==> src/rtl/abs_diff_eval_sequencer_pkg.sv <==
// Shared types and width helpers for the absolute-difference evaluation sequencer.
package abs_diff_eval_pkg;

    // Sweep control states
    typedef enum logic [1:0] {
        S_IDLE = 2'd0,
        S_RUN  = 2'd1,
        S_DONE = 2'd2
    } state_t;

    // Operand-pair vector is {a,b}
    function automatic int vec_width(input int opw);
        return 2 * opw;
    endfunction

    // One extra bit so a full sweep where every vector fails still fits
    function automatic int cnt_width(input int opw);
        return 2 * opw + 1;
    endfunction

    localparam int DEF_OPW   = 2;
    localparam int DEF_VEC_W = 2 * DEF_OPW;
    localparam int DEF_CNT_W = 2 * DEF_OPW + 1;

endpackage

==> src/rtl/abs_diff_eval_sequencer_if.sv <==
// Operand/result bus between the sequencer and the approximate core under test.
interface abs_diff_eval_sequencer_if #(
    parameter int OPW  = 2,
    parameter int OUTW = OPW + 1
);
    logic [OPW-1:0]  core_a;
    logic [OPW-1:0]  core_b;
    logic [OUTW-1:0] core_res;

    modport master (output core_a, output core_b, input core_res);
    modport slave  (input core_a, input core_b, output core_res);
endinterface

==> src/rtl/abs_diff_eval_sequencer_exact.sv <==
// Exact |a-b| reference, zero-extended to the core result width.
module abs_diff_exact #(
    parameter int OPW  = 2,
    parameter int OUTW = OPW + 1
) (
    input  logic [OPW-1:0]  a,
    input  logic [OPW-1:0]  b,
    output logic [OUTW-1:0] diff
);
    logic [OPW-1:0] mag;

    // Magnitude of the difference never needs more than OPW bits
    always_comb begin
        mag  = (a >= b) ? (a - b) : (b - a);
        diff = OUTW'(mag);
    end
endmodule

==> src/rtl/abs_diff_eval_sequencer.sv <==
// Exhaustive sweep of an approximate |a-b| core with error statistics.
module abs_diff_eval_sequencer
    import abs_diff_eval_pkg::*;
#(
    parameter int OPW          = 2,
    parameter int OUTW         = OPW + 1,
    parameter int STOP_ON_FAIL = 0
) (
    input  logic                        clk,
    input  logic                        rst,
    input  logic                        start,
    input  logic                        abort,
    input  logic [OUTW-1:0]             et,
    abs_diff_eval_sequencer_if.master   core,
    output logic                        busy,
    output logic                        done,
    output logic                        result_valid,
    output logic                        pass,
    output logic [OUTW-1:0]             max_err,
    output logic [cnt_width(OPW)-1:0]   err_count,
    output logic [vec_width(OPW)-1:0]   first_fail_vec
);
    localparam int VW = vec_width(OPW);
    localparam int CW = cnt_width(OPW);

    state_t          state;
    logic [VW-1:0]   vec;
    logic [OUTW-1:0] et_q;
    logic [OUTW-1:0] exact;
    logic [OUTW:0]   err_wide;
    logic [OUTW-1:0] err;
    logic [OUTW-1:0] max_next;
    logic [CW-1:0]   cnt_next;
    logic            viol;
    logic            terminal;
    logic            stop_now;

    // Clamp an OUTW+1-bit error magnitude into the OUTW-bit reporting range
    function automatic logic [OUTW-1:0] sat_err(input logic [OUTW:0] v);
        if (v[OUTW])
            return '1;
        return v[OUTW-1:0];
    endfunction

    abs_diff_exact #(.OPW(OPW), .OUTW(OUTW)) u_exact (
        .a    (core.core_a),
        .b    (core.core_b),
        .diff (exact)
    );

    // Operands follow the vector only while sweeping; idle bus is quiet
    always_comb begin
        core.core_a = '0;
        core.core_b = '0;
        if (state == S_RUN) begin
            core.core_a = vec[VW-1:OPW];
            core.core_b = vec[OPW-1:0];
        end
    end

    // Per-vector error evaluation and next statistics
    always_comb begin
        if (core.core_res >= exact)
            err_wide = {1'b0, core.core_res} - {1'b0, exact};
        else
            err_wide = {1'b0, exact} - {1'b0, core.core_res};
        err      = sat_err(err_wide);
        viol     = (err > et_q);
        max_next = (err > max_err) ? err : max_err;
        cnt_next = err_count + (viol ? CW'(1) : CW'(0));
        terminal = &vec;
        stop_now = terminal || ((STOP_ON_FAIL != 0) && viol);
    end

    // Sweep FSM with registered status outputs
    always_ff @(posedge clk) begin
        if (rst) begin
            state          <= S_IDLE;
            vec            <= '0;
            et_q           <= '0;
            busy           <= 1'b0;
            done           <= 1'b0;
            result_valid   <= 1'b0;
            pass           <= 1'b0;
            max_err        <= '0;
            err_count      <= '0;
            first_fail_vec <= '1;
        end else begin
            done <= 1'b0;
            case (state)
                S_IDLE, S_DONE: begin
                    if (start) begin
                        state          <= S_RUN;
                        busy           <= 1'b1;
                        vec            <= '0;
                        et_q           <= et;
                        result_valid   <= 1'b0;
                        pass           <= 1'b0;
                        max_err        <= '0;
                        err_count      <= '0;
                        first_fail_vec <= '1;
                    end
                end
                S_RUN: begin
                    if (abort) begin
                        state <= S_IDLE;
                        busy  <= 1'b0;
                        vec   <= '0;
                    end else begin
                        max_err   <= max_next;
                        err_count <= cnt_next;
                        // A zero count means nothing has been captured yet
                        if (viol && (err_count == '0))
                            first_fail_vec <= vec;
                        if (stop_now) begin
                            state        <= S_DONE;
                            busy         <= 1'b0;
                            done         <= 1'b1;
                            result_valid <= 1'b1;
                            pass         <= (cnt_next == '0);
                            vec          <= '0;
                        end else begin
                            vec <= vec + VW'(1);
                        end
                    end
                end
                default: begin
                    state <= S_IDLE;
                    busy  <= 1'b0;
                end
            endcase
        end
    end
endmodule

==> src/flat_wrapper.sv <==
// flat-port wrapper written by rule: the top's interface ports become plain ports
module abs_diff_eval_sequencer_flat import abs_diff_eval_pkg::*;
#(
    parameter int OPW          = 2,
    parameter int OUTW         = OPW + 1,
    parameter int STOP_ON_FAIL = 0
)
  (clk, rst, start, abort, et, busy, done, result_valid, pass, max_err, err_count, first_fail_vec, core_core_a, core_core_b, core_core_res);
  abs_diff_eval_sequencer_if #(.OPW(OPW), .OUTW(OUTW)) core_i ();
  input  logic clk;
  input  logic rst;
  input  logic start;
  input  logic abort;
  input  logic [OUTW-1:0] et;
  output logic busy;
  output logic done;
  output logic result_valid;
  output logic pass;
  output logic [OUTW-1:0] max_err;
  output logic [cnt_width(OPW)-1:0] err_count;
  output logic [vec_width(OPW)-1:0] first_fail_vec;
  output wire logic [$bits(core_i.core_a)-1:0] core_core_a;
  output wire logic [$bits(core_i.core_b)-1:0] core_core_b;
  input wire logic [$bits(core_i.core_res)-1:0] core_core_res;
  assign core_core_a = core_i.core_a;
  assign core_core_b = core_i.core_b;
  assign core_i.core_res = core_core_res;
  abs_diff_eval_sequencer #(.OPW(OPW), .OUTW(OUTW), .STOP_ON_FAIL(STOP_ON_FAIL)) u_core (.clk(clk), .rst(rst), .start(start), .abort(abort), .et(et), .core(core_i), .busy(busy), .done(done), .result_valid(result_valid), .pass(pass), .max_err(max_err), .err_count(err_count), .first_fail_vec(first_fail_vec));
endmodule
==> config.mk <==
export PLATFORM = sky130hd
export DESIGN_NAME = abs_diff_eval_sequencer_flat
export DESIGN_NICKNAME = d
export VERILOG_FILES = /design/src/rtl/abs_diff_eval_sequencer_pkg.sv /design/src/rtl/abs_diff_eval_sequencer_if.sv /design/src/rtl/abs_diff_eval_sequencer_exact.sv /design/src/rtl/abs_diff_eval_sequencer.sv /design/src/flat_wrapper.sv
export SDC_FILE = /design/constraint.sdc
export NUM_CORES = 1
export LEC_CHECK = 0
export CAP_MARGIN = 20
export CORE_MARGIN = 4
export CORE_UTILIZATION = 56
export DETAILED_ROUTE_END_ITERATION = 8
export GPL_TIMING_DRIVEN = 1
export PLACE_DENSITY = 0.9
export SETUP_SLACK_MARGIN = 0.02
export SKIP_CTS_REPAIR_TIMING = 1
export SLEW_MARGIN = 25
export SYNTH_ARGS = -nofsm -noshare
export SYNTH_HDL_FRONTEND = slang
export SYNTH_HIERARCHICAL = 1
export SYNTH_SLANG_ARGS = --single-unit
==> constraint.sdc <==
create_clock -name clk -period 7.8 [get_ports clk]
set_clock_uncertainty 0.2 [all_clocks]
set_input_delay 0.78 -clock clk [delete_from_list [all_inputs] [get_ports clk]]
set_output_delay 0.78 -clock clk [all_outputs]
set_load 0.005 [all_outputs]
==> out/qor.txt <==
TritonRoute pass-1 iters: 5
reg2reg path depth: 21
reg2reg end: u_core/pass
Max stage delay cell, worst path: or4_1
num ports: 30
reg2reg start: u_core/state[0]
power per cell area: 129 nW/um^2
Clock Sinks: 25
Static Leak: 0.806 nW
via/cell ratio: 5.77
total design power: 255 uW
# setup viols final: 0
std cell rows: 19
Mean Syn Cell Area: 8.08 um^2
Max stage delay on crit path: 520 ps
top post-synthesis cells by area: dfxtp_1, ha_1, inv_1
number of synthesized flops with an enable pin: 0
clock transition at the registers of the reported paths: 150 ps
dominant cell type by area after synthesis: dfxtp_1
M2 GR Usage: 34.2%
NumNets Final: 264
Critical path origin: u_core/state[0]
status: finished clean
Mapped Nets: 238
sum of negative setup slack: 0 ps
critical path class: register to register
met1 usage: 24.6%
FMAX: 184 MHz
RSZ-0062 raised after global routing: no
initial antenna violation count: 0
Starting DRT DRC Count: 105
CP Max Fanout: 8
global placer's final weighted congestion: 0.954
most frequent cells after synthesis: inv_1, dfxtp_1, nor2_1
worst setup path end: u_core/pass
Gate Count Post-Synth: 206
sequential area share after synthesis: 30.1%
Port Buf Inserts: 29
Die Ht: 62.5 um
GR peak layer: met2
first-pass GRT wire length: 6.44 mm
GRT overflow: 0
via count: 1512
DRT antenna net count: 0
Synth cell types: 46
R2R setup slack: 2350 ps
Post-Syn Area: 1660 um^2
max_slew headroom: 52.7%
area of the multi-input gates: 1010 um^2
Yosys warnings: 6
Synth async-reset ratio: 0%
top cell type's share of synthesized area: 30.1%
DP Cell Count: 258
area of the core: 2810 um^2
Reg area: 500 um^2
M3 GR Usage: 2.70%
crit-path cells: nand2b_1, nor2_1, ha_1, inv_1, fa_1, a21o_2, a211o_1, fa_1, inv_1, fa_1, a31oi_1, a2111oi_0, a31oi_1, ha_1, nor2_1, a31oi_1, and2_1, ha_1, ha_1, or4_1, o21ai_1
Peak VDD IR: 126 uV
fin crit share: 69.8%
flops & latches, synth: 25
Remaining DRCs: 0
most frequent cell after synthesis: inv_1
synth-to-layout area growth: 18.9%
endpoints failing hold: 0
Initial Utilization: 59.3%
Crit path arrival time: 5520 ps
Routed WL per cell: 14.0 um
HP Class: register to register
ys flop type: dfxtp_1
DP Wirelength: 2.94 mm
DRT Wirelength: 3.67 mm
H-tree levels: 1
diodes inserted: 0
WP data required: 7880 ps
largest net degree at the start of global routing: 21
fin. max-slew vios: 0
all-layer global routing usage: 19.7%
total of max-cap violations: 0
clk buf depth: 2
vias in the first global route: 1537
Most common cell on crit path: ha_1
die area: 3910 um^2
crit path time final: 5450 ps
Num CTS Buffers: 3
CP startpoint kind: register
fraction of layout cells with a size suffix above 1: 3.46%
worst skew pair latency: 330 ps
CTS Root Cell: clkbuf_4
TritonCTS clock tree: done
# fillers: 241
worst slew pin tran: 707 ps
Final Non-Filler Cells: 262
CP Capture Type: register
WHS Path Cells: 2
Die X: 62.5 um
[layer usage]
layer | up-vias | part of all wire, %
met5 | - | 0
met4 | 0 | 0.93
met3 | 4 | 5.9
met2 | 48 | 49
met1 | 690 | 44
li1 | 770 | -
[cells in the final DEF (no fill, tap or decap), types with 2 or more instances in the layout]
cell type	Yosys	routed
a211o_1	3	3
a211oi_1	3	3
a21oi_1	17	17
a22oi_1	5	5
a31oi_1	5	5
a32o_1	3	3
and2_1	3	3
clkbuf_4	0	3
clkdlybuf4s50_1	0	29
dfxtp_1	25	25
fa_1	4	4
ha_1	18	18
inv_1	28	28
nand2_1	13	13
nand2b_1	4	4
nand3_1	6	6
nand3b_1	2	2
nand4_1	3	3
nor2_1	24	24
nor3_1	3	3
o21ai_0	7	7
or3_1	2	2
[sequential cells by signal, summed over array words and instances, names as in the netlist, 2 cells and up]
name                   count
u_core/state               2
u_core/vec                 4
u_core/first_fail_vec      4
u_core/err_count           5
u_core/max_err             3
u_core/et_q                3
[stage by stage]
stage	hold slack, ps	worst slack, ps	utilization [%]	area (um^2)
2_1_floorplan	236	2750	-	1660
3_3_place_gp	245	2600	69.5	1950
3_5_place_dp	255	2400	69.5	1950
4_1_cts	276	2410	70.6	1980
5_1_grt	302	1900	70.6	1980
6_report	274	2350	70.6	1980
[power breakdown]
part           total (mW)  switching (mW)  internal, mW
Combinational      0.0591          0.0323        0.0267
Sequential          0.135         0.00333         0.132
Clock              0.0603          0.0407        0.0196
Total               0.255          0.0764         0.178
[worst max-delay path, delay by kind of cell, from the launching register on]
kind | cells | cell delay (ps)
buffers and inverters | 2 | 130
AND/OR/NAND/NOR | 5 | 1140
adder cells (fa/ha/maj) | 7 | 1990
AO/OA/AOI/OAI | 7 | 1500
flip-flops | 1 | 470
[final cells by class]
| type | count | share of cell area (%) |
|---|---|---|
| multi-input cells | 145 | 51.3 |
| inverters | 28 | 5.31 |
| clock buffers | 3 | 1.14 |
| repair buffers | 29 | 14.7 |
| clock inverters | 1 | 0.379 |
| flip-flops and latches | 25 | 25.3 |
| well taps | 31 | 1.96 |
[worst min path at each step]
stage | start | slack, ps | to
floorplan | u_core/et_q[1] | 240 | u_core/et_q[1]
global placement | u_core/et_q[2] | 250 | u_core/et_q[2]
detailed placement | u_core/result_valid | 250 | u_core/result_valid
CTS | u_core/et_q[2] | 280 | u_core/et_q[2]
global route | u_core/et_q[2] | 300 | u_core/et_q[2]
finish | u_core/et_q[2] | 270 | u_core/et_q[2]
[cell families (layout without fill, tap and decap cells)]
logic type | count (synthesis) | in the layout | share of synthesized area (%)
AND/OR/NAND/NOR | 70 | 70 | 21.9
AO/OA/AOI/OAI | 51 | 51 | 20.0
buffers and inverters | 36 | 61 | 8.95
flip-flops | 25 | 25 | 30.1
adder cells (fa/ha/maj) | 22 | 22 | 18.3
other | 1 | 1 | 0.225
XOR/XNOR | 1 | 1 | 0.526
No activity file was read; power rests on OpenSTA's default activity.
